$ cat src/rtl/ps2_pkg.sv
// ============================================================================
//  Module   : ps2_pkg
//  Brief    : Shared PS/2 host-path types and constants (tx and rx paths).
//  Revision : 1.0 - initial release
// ============================================================================
`default_nettype none

package ps2_pkg;

    localparam int c_INHIBIT_CYC_DEFAULT = 5000;    // 100 us at 50 MHz
    localparam int c_TIMEOUT_CYC_DEFAULT = 750000;  // 15 ms at 50 MHz
    localparam int c_BIT_CNT_W           = 4;
    localparam int c_STATE_W             = 3;

    typedef enum logic [c_STATE_W-1:0] {
        ST_IDLE      = 3'd0,
        ST_INHIBIT   = 3'd1,
        ST_RTS       = 3'd2,
        ST_SEND      = 3'd3,
        ST_ACK       = 3'd4,
        ST_WAIT_IDLE = 3'd5
    } ps2_state_t;

    function automatic logic odd_parity(input logic [7:0] d);
        return ~^d;
    endfunction

endpackage

`default_nettype wire

$ cat src/rtl/ps2_host_tx_if.sv
// ============================================================================
//  Module   : ps2_host_tx_if
//  Brief    : Byte request / completion handshake of the PS/2 host transmitter.
//  Revision : 1.0 - initial release
// ============================================================================
`default_nettype none

interface ps2_host_tx_if;

    logic [7:0] tx_data;
    logic       tx_valid;
    logic       tx_ready;
    logic       done;
    logic       err;
    logic       busy;

    modport master (
        output tx_data, tx_valid,
        input  tx_ready, done, err, busy
    );

    modport slave (
        input  tx_data, tx_valid,
        output tx_ready, done, err, busy
    );

endinterface

`default_nettype wire

$ cat src/rtl/ps2_sync.sv
// ============================================================================
//  Module   : ps2_sync
//  Brief    : Two-flop synchronizer for PS/2 clock/data plus clock falling edge.
//  Revision : 1.0 - initial release
// ============================================================================
`default_nettype none

module ps2_sync (
    input  wire logic clk,
    input  wire logic clr,
    input  wire logic i_ps2_clk,
    input  wire logic i_ps2_data,
    output logic      o_clk_sync,
    output logic      o_data_sync,
    output logic      o_clk_fe
);

    logic [1:0] r_clk_ff;
    logic [1:0] r_data_ff;
    logic       r_clk_prev;

    // Idle bus is high, so reset to 1 to avoid a phantom edge after reset.
    always_ff @(posedge clk) begin
        if (clr) begin
            r_clk_ff   <= 2'b11;
            r_data_ff  <= 2'b11;
            r_clk_prev <= 1'b1;
        end else begin
            r_clk_ff   <= {r_clk_ff[0], i_ps2_clk};
            r_data_ff  <= {r_data_ff[0], i_ps2_data};
            r_clk_prev <= r_clk_ff[1];
        end
    end

    assign o_clk_sync  = r_clk_ff[1];
    assign o_data_sync = r_data_ff[1];
    assign o_clk_fe    = r_clk_prev & ~r_clk_ff[1];

endmodule

`default_nettype wire

$ cat src/rtl/ps2_host_tx.sv
// ============================================================================
//  Module   : ps2_host_tx
//  Brief    : PS/2 host-to-device byte transmitter (inhibit, RTS, frame, ack).
//  Revision : 1.0 - initial release
// ============================================================================
`default_nettype none

module ps2_host_tx
    import ps2_pkg::*;
#(
    parameter int INHIBIT_CYC = c_INHIBIT_CYC_DEFAULT,
    parameter int TIMEOUT_CYC = c_TIMEOUT_CYC_DEFAULT
) (
    input  wire logic     clk,
    input  wire logic     clr,
    input  wire logic     ps2_clk_i,
    input  wire logic     ps2_data_i,
    output logic          ps2_clk_oe,
    output logic          ps2_data_oe,
    ps2_host_tx_if.slave  tx_if
);

    localparam int c_INH_W = $clog2(INHIBIT_CYC + 1);
    localparam int c_TMO_W = $clog2(TIMEOUT_CYC + 1);
    localparam logic [c_INH_W-1:0]     c_INH_LAST   = c_INH_W'(INHIBIT_CYC - 1);
    localparam logic [c_TMO_W-1:0]     c_TMO_LAST   = c_TMO_W'(TIMEOUT_CYC - 1);
    localparam logic [c_BIT_CNT_W-1:0] c_BIT_PARITY = c_BIT_CNT_W'(8);

    logic w_clk_sync;
    logic w_data_sync;
    logic w_clk_fe;
    logic w_active;
    logic w_accept;

    ps2_state_t               r_state;
    logic [7:0]               r_shift;
    logic                     r_parity;
    logic [c_BIT_CNT_W-1:0]   r_bit_cnt;
    logic [c_INH_W-1:0]       r_inh_cnt;
    logic [c_TMO_W-1:0]       r_tmo_cnt;
    logic                     r_clk_oe;
    logic                     r_data_oe;
    logic                     r_ready;
    logic                     r_busy;
    logic                     r_done;
    logic                     r_err;

    ps2_sync u_sync (
        .clk         (clk),
        .clr         (clr),
        .i_ps2_clk   (ps2_clk_i),
        .i_ps2_data  (ps2_data_i),
        .o_clk_sync  (w_clk_sync),
        .o_data_sync (w_data_sync),
        .o_clk_fe    (w_clk_fe)
    );

    assign w_active = (r_state == ST_RTS)  || (r_state == ST_SEND) ||
                      (r_state == ST_ACK)  || (r_state == ST_WAIT_IDLE);
    assign w_accept = tx_if.tx_valid && r_ready;

    always_ff @(posedge clk) begin
        if (clr) begin
            r_state   <= ST_IDLE;
            r_shift   <= '0;
            r_parity  <= 1'b0;
            r_bit_cnt <= '0;
            r_inh_cnt <= '0;
            r_tmo_cnt <= '0;
            r_clk_oe  <= 1'b0;
            r_data_oe <= 1'b0;
            r_ready   <= 1'b1;
            r_busy    <= 1'b0;
            r_done    <= 1'b0;
            r_err     <= 1'b0;
        end else begin
            r_done <= 1'b0;
            r_err  <= 1'b0;
            // Timeout wins over any edge seen in the same cycle.
            if (w_active && (r_tmo_cnt == c_TMO_LAST)) begin
                r_err     <= 1'b1;
                r_clk_oe  <= 1'b0;
                r_data_oe <= 1'b0;
                r_ready   <= 1'b1;
                r_busy    <= 1'b0;
                r_state   <= ST_IDLE;
            end else begin
                if (w_active) begin
                    r_tmo_cnt <= r_tmo_cnt + 1'b1;
                end
                case (r_state)
                    ST_IDLE: begin
                        if (w_accept) begin
                            r_shift   <= tx_if.tx_data;
                            r_parity  <= odd_parity(tx_if.tx_data);
                            r_inh_cnt <= '0;
                            r_clk_oe  <= 1'b1;
                            r_ready   <= 1'b0;
                            r_busy    <= 1'b1;
                            r_state   <= ST_INHIBIT;
                        end
                    end
                    ST_INHIBIT: begin
                        if (r_inh_cnt == c_INH_LAST) begin
                            r_clk_oe  <= 1'b0;
                            r_data_oe <= 1'b1;
                            r_tmo_cnt <= '0;
                            r_state   <= ST_RTS;
                        end else begin
                            r_inh_cnt <= r_inh_cnt + 1'b1;
                        end
                    end
                    ST_RTS: begin
                        r_bit_cnt <= '0;
                        r_state   <= ST_SEND;
                    end
                    ST_SEND: begin
                        if (w_clk_fe) begin
                            r_bit_cnt <= r_bit_cnt + 1'b1;
                            if (r_bit_cnt < c_BIT_PARITY) begin
                                r_data_oe <= ~r_shift[0];
                                r_shift   <= {1'b0, r_shift[7:1]};
                            end else if (r_bit_cnt == c_BIT_PARITY) begin
                                r_data_oe <= ~r_parity;
                            end else begin
                                r_data_oe <= 1'b0;
                                r_state   <= ST_ACK;
                            end
                        end
                    end
                    ST_ACK: begin
                        if (w_clk_fe) begin
                            if (!w_data_sync) begin
                                r_state <= ST_WAIT_IDLE;
                            end else begin
                                r_err   <= 1'b1;
                                r_ready <= 1'b1;
                                r_busy  <= 1'b0;
                                r_state <= ST_IDLE;
                            end
                        end
                    end
                    ST_WAIT_IDLE: begin
                        if (w_clk_sync && w_data_sync) begin
                            r_done  <= 1'b1;
                            r_ready <= 1'b1;
                            r_busy  <= 1'b0;
                            r_state <= ST_IDLE;
                        end
                    end
                    default: begin
                        r_clk_oe  <= 1'b0;
                        r_data_oe <= 1'b0;
                        r_ready   <= 1'b1;
                        r_busy    <= 1'b0;
                        r_state   <= ST_IDLE;
                    end
                endcase
            end
        end
    end

    assign ps2_clk_oe     = r_clk_oe;
    assign ps2_data_oe    = r_data_oe;
    assign tx_if.tx_ready = r_ready;
    assign tx_if.busy     = r_busy;
    assign tx_if.done     = r_done;
    assign tx_if.err      = r_err;

endmodule

`default_nettype wire

$ cat src/flat_wrapper.sv
// flat-port wrapper written by rule: the top's interface ports become plain ports
module ps2_host_tx_flat import ps2_pkg::*;
#(
    parameter int INHIBIT_CYC = c_INHIBIT_CYC_DEFAULT,
    parameter int TIMEOUT_CYC = c_TIMEOUT_CYC_DEFAULT
)
  (clk, clr, ps2_clk_i, ps2_data_i, ps2_clk_oe, ps2_data_oe, tx_if_tx_data, tx_if_tx_valid, tx_if_tx_ready, tx_if_done, tx_if_err, tx_if_busy);
  ps2_host_tx_if tx_if_i ();
  input  wire logic clk;
  input  wire logic clr;
  input  wire logic ps2_clk_i;
  input  wire logic ps2_data_i;
  output logic ps2_clk_oe;
  output logic ps2_data_oe;
  input wire logic [$bits(tx_if_i.tx_data)-1:0] tx_if_tx_data;
  input wire logic [$bits(tx_if_i.tx_valid)-1:0] tx_if_tx_valid;
  output wire logic [$bits(tx_if_i.tx_ready)-1:0] tx_if_tx_ready;
  output wire logic [$bits(tx_if_i.done)-1:0] tx_if_done;
  output wire logic [$bits(tx_if_i.err)-1:0] tx_if_err;
  output wire logic [$bits(tx_if_i.busy)-1:0] tx_if_busy;
  assign tx_if_i.tx_data = tx_if_tx_data;
  assign tx_if_i.tx_valid = tx_if_tx_valid;
  assign tx_if_tx_ready = tx_if_i.tx_ready;
  assign tx_if_done = tx_if_i.done;
  assign tx_if_err = tx_if_i.err;
  assign tx_if_busy = tx_if_i.busy;
  ps2_host_tx #(.INHIBIT_CYC(INHIBIT_CYC), .TIMEOUT_CYC(TIMEOUT_CYC)) u_core (.clk(clk), .clr(clr), .ps2_clk_i(ps2_clk_i), .ps2_data_i(ps2_data_i), .ps2_clk_oe(ps2_clk_oe), .ps2_data_oe(ps2_data_oe), .tx_if(tx_if_i));
endmodule
$ cat config.mk
export PLATFORM = sky130hd
export DESIGN_NAME = ps2_host_tx_flat
export DESIGN_NICKNAME = d
export VERILOG_FILES = /design/src/rtl/ps2_pkg.sv /design/src/rtl/ps2_host_tx_if.sv /design/src/rtl/ps2_sync.sv /design/src/rtl/ps2_host_tx.sv /design/src/flat_wrapper.sv
export SDC_FILE = /design/constraint.sdc
export NUM_CORES = 1
export LEC_CHECK = 0
export ABC_AREA = 1
export CAP_MARGIN = 25
export CORE_UTILIZATION = 50
export DETAILED_ROUTE_END_ITERATION = 6
export PLACE_DENSITY = 0.8
export SLEW_MARGIN = 20
export SYNTH_ARGS = -nofsm -noshare
export SYNTH_HDL_FRONTEND = slang
export SYNTH_HIERARCHICAL = 1
export SYNTH_SLANG_ARGS = --single-unit
$ cat constraint.sdc
create_clock -name clk -period 2.05 [get_ports clk]
set_input_delay 0.205 -clock clk [delete_from_list [all_inputs] [get_ports clk]]
set_output_delay 0.205 -clock clk [all_outputs]
set_load 0.05 [all_outputs]
==> results of run 1 <==
==> routing by layer <==
layer | global-route usage [%] | vias to the layer above | share of wire (%)
met5 | 0 | - | 0
met4 | 13.6 | 0 | 2.7
met3 | 4.28 | 25 | 5.4
met2 | 40.0 | 123 | 48
met1 | 29.2 | 1642 | 44
li1 | - | 1803 | -
==> cell usage after synthesis, types with 2 or more instances <==
library cell	count	area, um2
nand2_1	159	597
inv_1	64	240
nor2_1	62	233
dfxtp_1	60	1200
nand3_1	52	260
a21oi_1	39	195
o21ai_0	18	90.1
nand4_1	15	93.8
nor3_1	13	65.1
xnor2_1	8	70.1
xor2_1	8	70.1
inv_2	5	18.8
clkbuf_1	4	15.0
ha_1	4	50.1
nand3_2	4	40.0
nor2_2	4	25.0
buf_2	3	15.0
buf_4	3	22.5
nand2_2	3	18.8
buf_1	2	7.51
clkinv_1	2	7.51
nor2_4	2	22.5
nor3_2	2	20.0
nor4_1	2	12.5
o21ai_1	2	10.0
==> critical path: stages (launching register included) <==
cell and delay (ns):
dfxtp_1 0.54, inv_2 0.11, nor2_2 0.24, nor2_4 0.12
nor2_2 0.17, nand2_4 0.14, nand3_4 0.20, inv_1 0.08
nor2_1 0.09, nor2_1 0.05
==> through the flow <==
step	power (mW)	util (%)
floorplan	2.68	-
global placement	3.02	55.3
detailed placement	3.07	55.3
CTS	4.02	57.9
global route	4.33	58.4
finish	4.07	58.4
==> logic make-up (layout without fill, tap and decap cells) <==
| kind of cell | after synthesis | in the layout | share of synthesized area [%] |
|---|---|---|---|
| compound gates | 65 | 65 | 10.2 |
| xor+xnor | 16 | 16 | 4.03 |
| fa+ha+maj | 4 | 4 | 1.44 |
| buf+inv | 84 | 112 | 9.72 |
| flops | 60 | 60 | 34.5 |
| simple gates | 319 | 319 | 40.1 |
==> worst max path at each step <==
stage,cells past startpoint,to
global placement,10,u_core/r_tmo_cnt[10]$_SDFFE_PP0N_
detailed placement,10,u_core/r_tmo_cnt[10]$_SDFFE_PP0N_
CTS,10,u_core/r_tmo_cnt[10]$_SDFFE_PP0N_
finish,9,u_core/r_inh_cnt[1]$_SDFFE_PP0P_
global route,10,u_core/r_tmo_cnt[19]$_SDFFE_PP0N_
floorplan,11,u_core/r_shift[7]$_SDFFE_PP0P_
==> final cells by class <==
cell class | count | area [um2] | area share (%)
multi-input cells | 404 | 1970 | 49.9
flip-flops and latches | 60 | 1200 | 30.5
inverters | 71 | 267 | 6.76
repair buffers | 25 | 233 | 5.90
clock buffers | 9 | 124 | 3.14
well taps | 80 | 100 | 2.54
clock inverters | 7 | 52.6 | 1.33
==> flip-flops by register name, summed over array words and instances (netlist names) <==
name / cells
u_core/tx_if.err: 1
u_core/u_sync/r_data_ff: 2
u_core/tx_if.tx_ready: 1
u_core/ps2_data_oe: 1
u_core/ps2_clk_oe: 1
u_core/r_inh_cnt: 13
u_core/r_state: 3
u_core/r_parity: 1
u_core/tx_if.done: 1
u_core/r_bit_cnt: 4
u_core/tx_if.busy: 1
u_core/u_sync/r_clk_ff: 2
u_core/r_tmo_cnt: 20
u_core/r_shift: 8
u_core/u_sync/r_clk_prev: 1
==> report_power, final <==
| group | total (mW) | switching (mW) | internal (mW) | leakage (nW) |
|---|---|---|---|---|
| logic | 1.64 | 1.14 | 0.502 | 1.02 |
| registers | 1.48 | 0.141 | 1.33 | 0.488 |
| clock network | 0.949 | 0.506 | 0.443 | 0.0896 |
| total | 4.07 | 1.79 | 2.28 | 1.59 |
==> timing repair <==
| action | CTS | global route |
|---|---|---|
| setup endpoints to repair | 0 | 23 |
| endpoints found under the hold margin | 0 | 0 |
| buffers inserted | 0 | 0 |
| gates resized for setup | 0 | 6 |
==> impl_metrics.csv, run 1 <==
group,metric,value,unit
route,detail_route.iter0.violations,320,
route,dr.pass1.iters,5,
sta,finalSetupViolations,0,
flow_run,max_cap_violations,0,
die,initial_core_util,51.5,%
route,drc,0,
setup_path,reg2reg_setup_slack,0.19,ns
setup_path,arrival,2.09,ns
layout,finalNetCount,588,
yosys,synth_seq_cells,60,
sta,min_period,1.86,ns
layout,final_common_cell,"nand2_1",
setup_path,critical_path_class,"reg2reg",
yosys,ys_types,33,
die,die_h,85.4,um
yosys,syn_area,3480,um2
clock_network,insertion_delay,0.34,ns
die,die_area,7290,um2
route,vias,3593,
route,routed_wl,8.28,mm
layout,final_cell_mix,"nand2_1 (158), inv_1 (64), nor2_1 (61), dfxtp_1 (60), nand3_1 (51)",
hold_path,worstHoldPathCells,3,
layout,stdcell_area,3940,um2
place,port_buffers,18,
place,dp_slack,0.0618,ns
layout,diodes,0,
sta,finClkSkew,0.0113,ns
sta,hold_viol_final,0,
setup_path,reg2reg_to,"u_core/r_inh_cnt[1]$_SDFFE_PP0P_",
clock_network,clock_sinks,60,
clock_network,htreeDepth,3,
layout,drive_gt1_share,8.33,%
yosys,async_flop_share,0,%
global_routing,grt_pass1_wl,14.1,mm
clock_network,cts_tree,"built",
clock_network,clk_path_buf_depth,2,
hold_path,hp-start,"ps2_data_i",
layout,area_growth,13.4,%
yosys,yosysWarnings,6,
place,dp.cells,640,
yosys,syn_inst,548,
global_routing,grt_max_degree,27,
place,place_area,3740,um2
yosys,avgSynthCellArea,6.35,um2
setup_path,crit-reg2reg-launch,"u_core/r_state[1]$_SDFFE_PP0P_",
global_routing,grt-ovfl-total,0,
setup_path,cp.required,2.28,ns
setup_path,startpoint_type,"register",
layout,nFillCells,620,
place,place.gp.congestion,0.898,
yosys,synth_edf_count,0,
sta,finalCritPeriodShare,90.6,%
clock_network,postCtsHoldBufs,0,
sta,hold_ws,0.386,ns
yosys,synth_nets,565,
route,post_drt_wl_per_cell,12.6,um
hold_path,worstHoldEndpoint,"u_core/u_sync/r_data_ff[0]$_SDFF_PP1_",
clock_network,clkTransAtPathRegs,0.08,ns
hold_path,min_path_type,"in2reg",
die,core,6760,um2
status,status,"finished clean",
place,dp_hpwl,5.95,mm
route,drtAntennaViolNets,0,
sta,slew_headroom,66.4,%
yosys,synth_ff_type,"dfxtp_1",
sta,tns,0,ns
die,io_pins,19,
setup_path,crit_start,"u_core/r_state[1]$_SDFFE_PP0P_",
power_and_ir_drop,p_per_area,1030,nW/um2
die,row_count,30,
sta,worstMarginPinSlew,0.503,ns
sta,fin_ws,0.192,ns
global_routing,grt_antenna_before_repair,0,
sta,final_max_slew_viol_count,0,
power_and_ir_drop,leakage,1.59,nW
route,vias_per_cell,5.48,
global_routing,grt_usage,24.0,%
clock_network,root_buffer,"clkbuf_8",
setup_path,rr_worst_depth,9,
setup_path,cp-end-kind,"register",
sta,fmax,0.538,GHz
layout,finalNonFillerCells,656,
die,die_w,85.4,um
global_routing,first_global_vias,3329,
power_and_ir_drop,vdd_ir_drop_max,0.838,mV
setup_path,cp_max_fo,14,
yosys,seq_area_frac_synth,34.5,%
clock_network,cts_buffers,9,
No activity file was read; power rests on OpenSTA's default activity.
==> run 2, diff against run 1 <==
- PLACE_DENSITY: 0.8 -> 0.7
==> run 2 against run 1 <==
Worst setup slack lost 0.11 ns. Sequential power is essentially flat. Sequential cell count is the same. Combinational power is essentially flat. Design area grew 1.4%. Final cell count grew 0.46%. Clock skew is essentially flat. Via count shrank 2.8%. Utilization grew 0.80 points. First-iteration DRC count shrank 26%. Power grew 4.6%. Critical path type unchanged.
==> impl_metrics.csv, run 2 (synthesized netlist as in run 1, its figures left out) <==
group,metric,value,unit
status,status,"finished clean",
setup_path,cpMaxStageDelayCell,"dfxtp_1",
setup_path,critical_path_class,"reg2reg",
setup_path,arrival,2.19,ns
power_and_ir_drop,p_per_area,1060,nW/um2
power_and_ir_drop,vdd_ir_drop_max,0.720,mV
die,row_count,30,
sta,finalSetupViolations,0,
setup_path,cp.required,2.28,ns
layout,drive_gt1_share,8.98,%
route,post_drt_wl_per_cell,12.7,um
global_routing,grt_usage,24.3,%
sta,rsz0062_at_grt,"yes",
global_routing,first_global_vias,3180,
setup_path,worst_path_dominant_cell_family,"simple AND/OR/NAND/NOR gates",
die,die_h,85.4,um
setup_path,cp_max_fo,6,
setup_path,startpoint_type,"register",
global_routing,grt_pass1_wl,14.1,mm
die,core,6760,um2
setup_path,cpPeakStageDelay,0.42,ns
sta,slew_headroom,64.5,%
route,drtAntennaViolNets,0,
flow_run,max_cap_violations,0,
sta,finalCritPeriodShare,96.0,%
clock_network,cts-resized-gates,0,
layout,area_growth,14.9,%
place,dp_hpwl,6.01,mm
layout,largest_register_ffs,20,
route,vias,3491,
global_routing,grt-ovfl-total,0,
layout,final_common_cell,"nand2_1",
layout,stdcell_area,4000,um2
layout,multiInputGateArea,1970,um2
sta,worstMarginPinSlew,0.529,ns
clock_network,insertion_delay,0.35,ns
clock_network,clk_path_buf_depth,2,
sta,final_max_slew_viol_count,0,
clock_network,cts_tree,"built",
power_and_ir_drop,leakage,1.62,nW
layout,diodes,0,
route,detail_route.iter0.violations,236,
die,initial_core_util,51.5,%
sta,tns,0,ns
route,vias_per_cell,5.30,
clock_network,root_buffer,"clkbuf_8",
die,die_w,85.4,um
global_routing,grt_antenna_before_repair,0,
sta,hold_viol_final,0,
sta,fin_ws,0.0824,ns
layout,regArea,1200,um2
sta,min_period,1.97,ns
layout,largestRegisters,"u_core/r_tmo_cnt: 20 flops, u_core/r_inh_cnt: 13 flops, u_core/r_shift: 8 flops",
global_routing,grt_max_degree,27,
route,routed_wl,8.34,mm
layout,nFillCells,692,
sta,fmax,0.508,GHz
sta,finClkSkew,0.0115,ns
route,drc,0,
layout,top_register,"u_core/r_tmo_cnt",
setup_path,cp_num_buf_inv,0,
die,io_pins,19,
hold_path,min_path_type,"in2reg",
clock_network,cts_buffers,9,
power_and_ir_drop,finalPower,4.25,mW
setup_path,crit_chain,"ha_2 > nand2_1 > nor2_1 > nand3_1 > a21oi_2 > nand2_1 > o21ai_0 > nor2_1",
setup_path,cp-end-kind,"register",
clock_network,postCtsHoldBufs,0,
clock_network,htreeDepth,3,
layout,final_cell_mix,"nand2_1 (158), inv_1 (64), nor2_1 (61), dfxtp_1 (60), nand3_1 (52)",
place,place.gp.congestion,0.850,
place,port_buffers,18,
die,die_area,7290,um2
clock_network,clock_sinks,60,
clock_network,clkTransAtPathRegs,0.07,ns
place,dp_slack,0.0592,ns
layout,post-route-util,59.1,%
place,place_area,3760,um2
route,dr.pass1.iters,5,
setup_path,reg2reg_setup_slack,0.08,ns
layout,finalNetCount,591,
clock_network,post_cts.repair.setup_buffers,0,
## run 2: cell type report
type | instances | area share [%]
Clock buffer | 12 | 3.88
Multi-Input combinational cell | 404 | 49.3
Inverter | 71 | 6.67
Timing Repair Buffer | 28 | 6.39
Tap cell | 80 | 2.50
Sequential cell | 60 | 30.1
Clock inverter | 4 | 1.19
## run 2: tightest hold or removal path, delay by kind of cell
family                 cells  cell delay, ns
AND/OR/NAND/NOR            1            0.04
buffers and inverters      2            0.45
## run 2: where the power goes
part / total, mW / switching (mW) / internal [mW]
clock: 1.11 / 0.486 / 0.624
combinational: 1.67 / 1.15 / 0.526
sequential: 1.47 / 0.134 / 1.33
## run 2: through the flow
step	hold WS, ns	cells
after floorplan	0.290	548
after global placement	0.391	643
after detailed placement	0.398	643
after CTS	0.394	659
after global routing	0.400	659
final	0.396	659
## run 2: path summary, 6_finish.rpt
| path | to | depth (start not counted) | start |
|---|---|---|---|
| max | u_core/r_state[0]$_SDFFE_PP0P_ | 8 | u_core/r_inh_cnt[0]$_SDFFE_PP0P_ |
| min | u_core/u_sync/r_data_ff[0]$_SDFF_PP1_ | 3 | ps2_data_i |
| max reg2reg | u_core/r_state[0]$_SDFFE_PP0P_ | 8 | u_core/r_inh_cnt[0]$_SDFFE_PP0P_ |
| min reg2reg | u_core/u_sync/r_data_ff[1]$_SDFF_PP1_ | 2 | u_core/u_sync/r_data_ff[0]$_SDFF_PP1_ |
## run 2: metal layers
layer / vias up / track usage, % / wire (um)
li1: 1809 / - / -
met1: 1597 / 30.7 / 4050
met2: 75 / 41.0 / 3870
met3: 10 / 4.09 / 288
met4: 0 / 10.3 / 125
met5: - / 0 / 0
==> run 3, diff against run 2 <==
- ABC_AREA: 1 -> 0
==> run 3 against run 2 <==
Worst setup slack got worse by 0.025 ns. Maximum frequency fell by 1.3%. Via count is 24% lower. Clock skew is 0.0043 ns lower. Combinational power decreased by 34%. Sequential power down 4%. Global-route usage down 2.3 points. Critical endpoint is now u_core/r_state[2]$_SDFFE_PP0P_.
==> impl_metrics.csv, run 3 <==
group,metric,value,unit
clock_network,insertion_delay,0.33,ns
sta,slew_headroom,65.7,%
route,detail_route.iter0.violations,98,
global_routing,grtUsageMet1,27.4,%
die,core,5920,um2
sta,hold_viol_final,0,
route,drtAntennaViolNets,0,
global_routing,grt-ovfl-total,0,
yosys,avgSynthCellArea,8.56,um2
yosys,yosysTopAreaCell,"dfxtp_1",
flow_run,max_cap_violations,0,
global_routing,grt_pass1_wl,10.8,mm
yosys,synth_nets,375,
sta,final_max_slew_viol_count,0,
layout,drive_gt1_share,15.2,%
sta,tns,0,ns
sta,finClkSkew,0.00719,ns
setup_path,critical_path_class,"reg2reg",
layout,finalNonFillerCells,477,
layout,multiInputGateArea,1770,um2
yosys,ys_types,59,
layout,largest_register_ffs,20,
die,die_h,80.3,um
route,vias_per_cell,5.59,
setup_path,arrival,2.26,ns
setup_path,cp_max_fo,7,
die,die_area,6450,um2
setup_path,cp.required,2.32,ns
yosys,synth_top_family_by_area,"simple AND/OR/NAND/NOR gates",
yosys,synth_compound_area_share,14.5,%
global_routing,first_global_vias,2439,
die,io_pins,19,
sta,fmax,0.502,GHz
yosys,yosysWarnings,6,
layout,diodes,0,
clock_network,clock_sinks,60,
layout,finalNetCount,416,
clock_network,htreeDepth,3,
global_routing,top_usage_layer,"met2",
power_and_ir_drop,leakage,1.40,nW
route,drc,0,
clock_network,root_buffer,"clkbuf_8",
die,row_count,28,
clock_network,clk_path_buf_depth,2,
power_and_ir_drop,p_clk_share,29.5,%
sta,finalSetupViolations,0,
power_and_ir_drop,p_sw_share,32.9,%
power_and_ir_drop,finalPower,3.57,mW
place,place.gp.congestion,0.929,
setup_path,startpoint_type,"register",
setup_path,cp-end-kind,"register",
yosys,yosys-top-cells-count,"dfxtp_1 (60), nor2_1 (42), nand2_1 (28), a21oi_1 (17), nand3_1 (15)",
yosys,async_flop_share,0,%
place,port_buffers,18,
sta,rsz0062_at_grt,"no",
power_and_ir_drop,p_int,2.39,mW
layout,final_common_cell,"dfxtp_1",
clock_network,postCtsHoldBufs,0,
clock_network,cts_buffers,9,
layout,top_register,"u_core/r_tmo_cnt",
yosys,synth_seq_cells,60,
clock_network,cts_tree,"built",
power_and_ir_drop,p_seq_share,39.5,%
global_routing,grt_antenna_before_repair,0,
layout,area_growth,20.4,%
layout,regArea,1200,um2
yosys,synth_simple_gate_area_share,29.1,%
yosys,yosys.area_share.xor_xnor,8.90,%
place,dp_hpwl,4.67,mm
yosys,synthMuxAreaShare,2.94,%
global_routing,grt_max_degree,17,
route,post_drt_wl_per_cell,13.7,um
die,die_w,80.3,um
yosys,seq_area_frac_synth,39.2,%
sta,fin_ws,0.0573,ns
layout,final_cell_mix,"dfxtp_1 (60), nor2_1 (42), buf_4 (29), nand2_1 (27), clkdlybuf4s50_1 (18)",
layout,nFillCells,532,
sta,finalCritPeriodShare,97.2,%
route,vias,2668,
yosys,synth_most_common_cell,"dfxtp_1",
global_routing,gr-usage-met2,36.2,%
yosys,netlist_top_cells_area,"dfxtp_1 (39%), nor2_1 (5.1%), xnor2_1 (4.0%)",
die,initial_core_util,51.8,%
sta,worstMarginPinSlew,0.513,ns
global_routing,grt_usage,22.0,%
yosys,synth_ff_type,"dfxtp_1",
power_and_ir_drop,p_per_area,967,nW/um2
hold_path,min_path_type,"reg2reg",
route,routed_wl,6.53,mm
clock_network,clkTransAtPathRegs,0.06,ns
place,dp_slack,0.0327,ns
yosys,synth_edf_count,0,
global_routing,met3_usage,4.55,%
yosys,synth_fa_ha_area_share,1.63,%
yosys,yosysTopAreaCellShare,39.2,%
yosys,syn_inst,358,
route,dr.pass1.iters,4,
power_and_ir_drop,p_comb_share,31.0,%
layout,largestRegisters,"u_core/r_tmo_cnt: 20 flops, u_core/r_inh_cnt: 13 flops, u_core/r_shift: 8 flops",
power_and_ir_drop,vdd_ir_drop_max,0.704,mV
yosys,syn_area,3060,um2
place,dp.cells,462,
power_and_ir_drop,p_switching,1.17,mW
status,status,"finished clean",
sta,min_period,1.99,ns
## run 3: logic make-up (layout without fill, tap and decap cells)
group                      after synthesis  in the layout
and+or+nand+nor                        165            165
AOI/OAI and AO/OA                       65             65
DFF                                     60             60
xor gates and xnor gates                29             29
buffers and inverters                   26             70
muxes                                    9              9
adders and majority gates                4              4
## run 3: power groups by stage
stage	sequential [mW]	combinational [mW]	clock, mW
finish	1.41	1.11	1.05
detailed placement	1.43	1.07	0
CTS	1.41	1.08	1.07
floorplan	1.46	0.691	0
global route	1.42	1.22	1.12
global placement	1.43	1.05	0
## run 3: area by class of cell
class,count,area share (%)
Multi-Input combinational cell,272,48.0
Sequential cell,60,32.6
Timing Repair Buffer,47,10.8
Clock buffer,12,4.21
Tap cell,75,2.54
Clock inverter,2,0.950
Inverter,9,0.916
## run 3: metal layers
layer	wire, um	up-vias
met5	0	-
met4	116	0
met3	225	12
met2	3020	36
li1	-	1375
met1	3170	1245
## run 3: per-stage QoR
stage | util [%] | hold WS (ns) | cell area [um2]
after floorplan | - | 0.302 | 3060
after global placement | 58.5 | 0.386 | 3470
after detailed placement | 58.5 | 0.389 | 3470
after CTS | 61.7 | 0.403 | 3660
after global routing | 62.3 | 0.421 | 3690
final | 62.3 | 0.401 | 3690
## run 3: path summary, 6_finish.rpt
check | from | endpoint | slack [ns] | cells after the start
setup / recovery | u_core/r_inh_cnt[3]$_SDFFE_PP0P_ | u_core/r_state[2]$_SDFFE_PP0P_ | 0.06 | 5
setup reg to reg | u_core/r_inh_cnt[3]$_SDFFE_PP0P_ | u_core/r_state[2]$_SDFFE_PP0P_ | 0.06 | 5
hold reg to reg | u_core/u_sync/r_clk_ff[0]$_SDFF_PP1_ | u_core/u_sync/r_clk_ff[1]$_SDFF_PP1_ | 0.40 | 1
hold / removal | u_core/u_sync/r_clk_ff[0]$_SDFF_PP1_ | u_core/u_sync/r_clk_ff[1]$_SDFF_PP1_ | 0.40 | 1
## run 3: repair_timing
item	CTS	global route
resized for setup	0	5
setup buffers	0	1
setup endpoints to repair	0	11
## run 3: worst max-delay path, stage by stage (launching register included)
cell	delay, ns
dfxtp_1	0.36
or4b_4	0.60
o41ai_4	0.39
o211ai_1	0.21
or2_0	0.24
a21oi_1	0.13
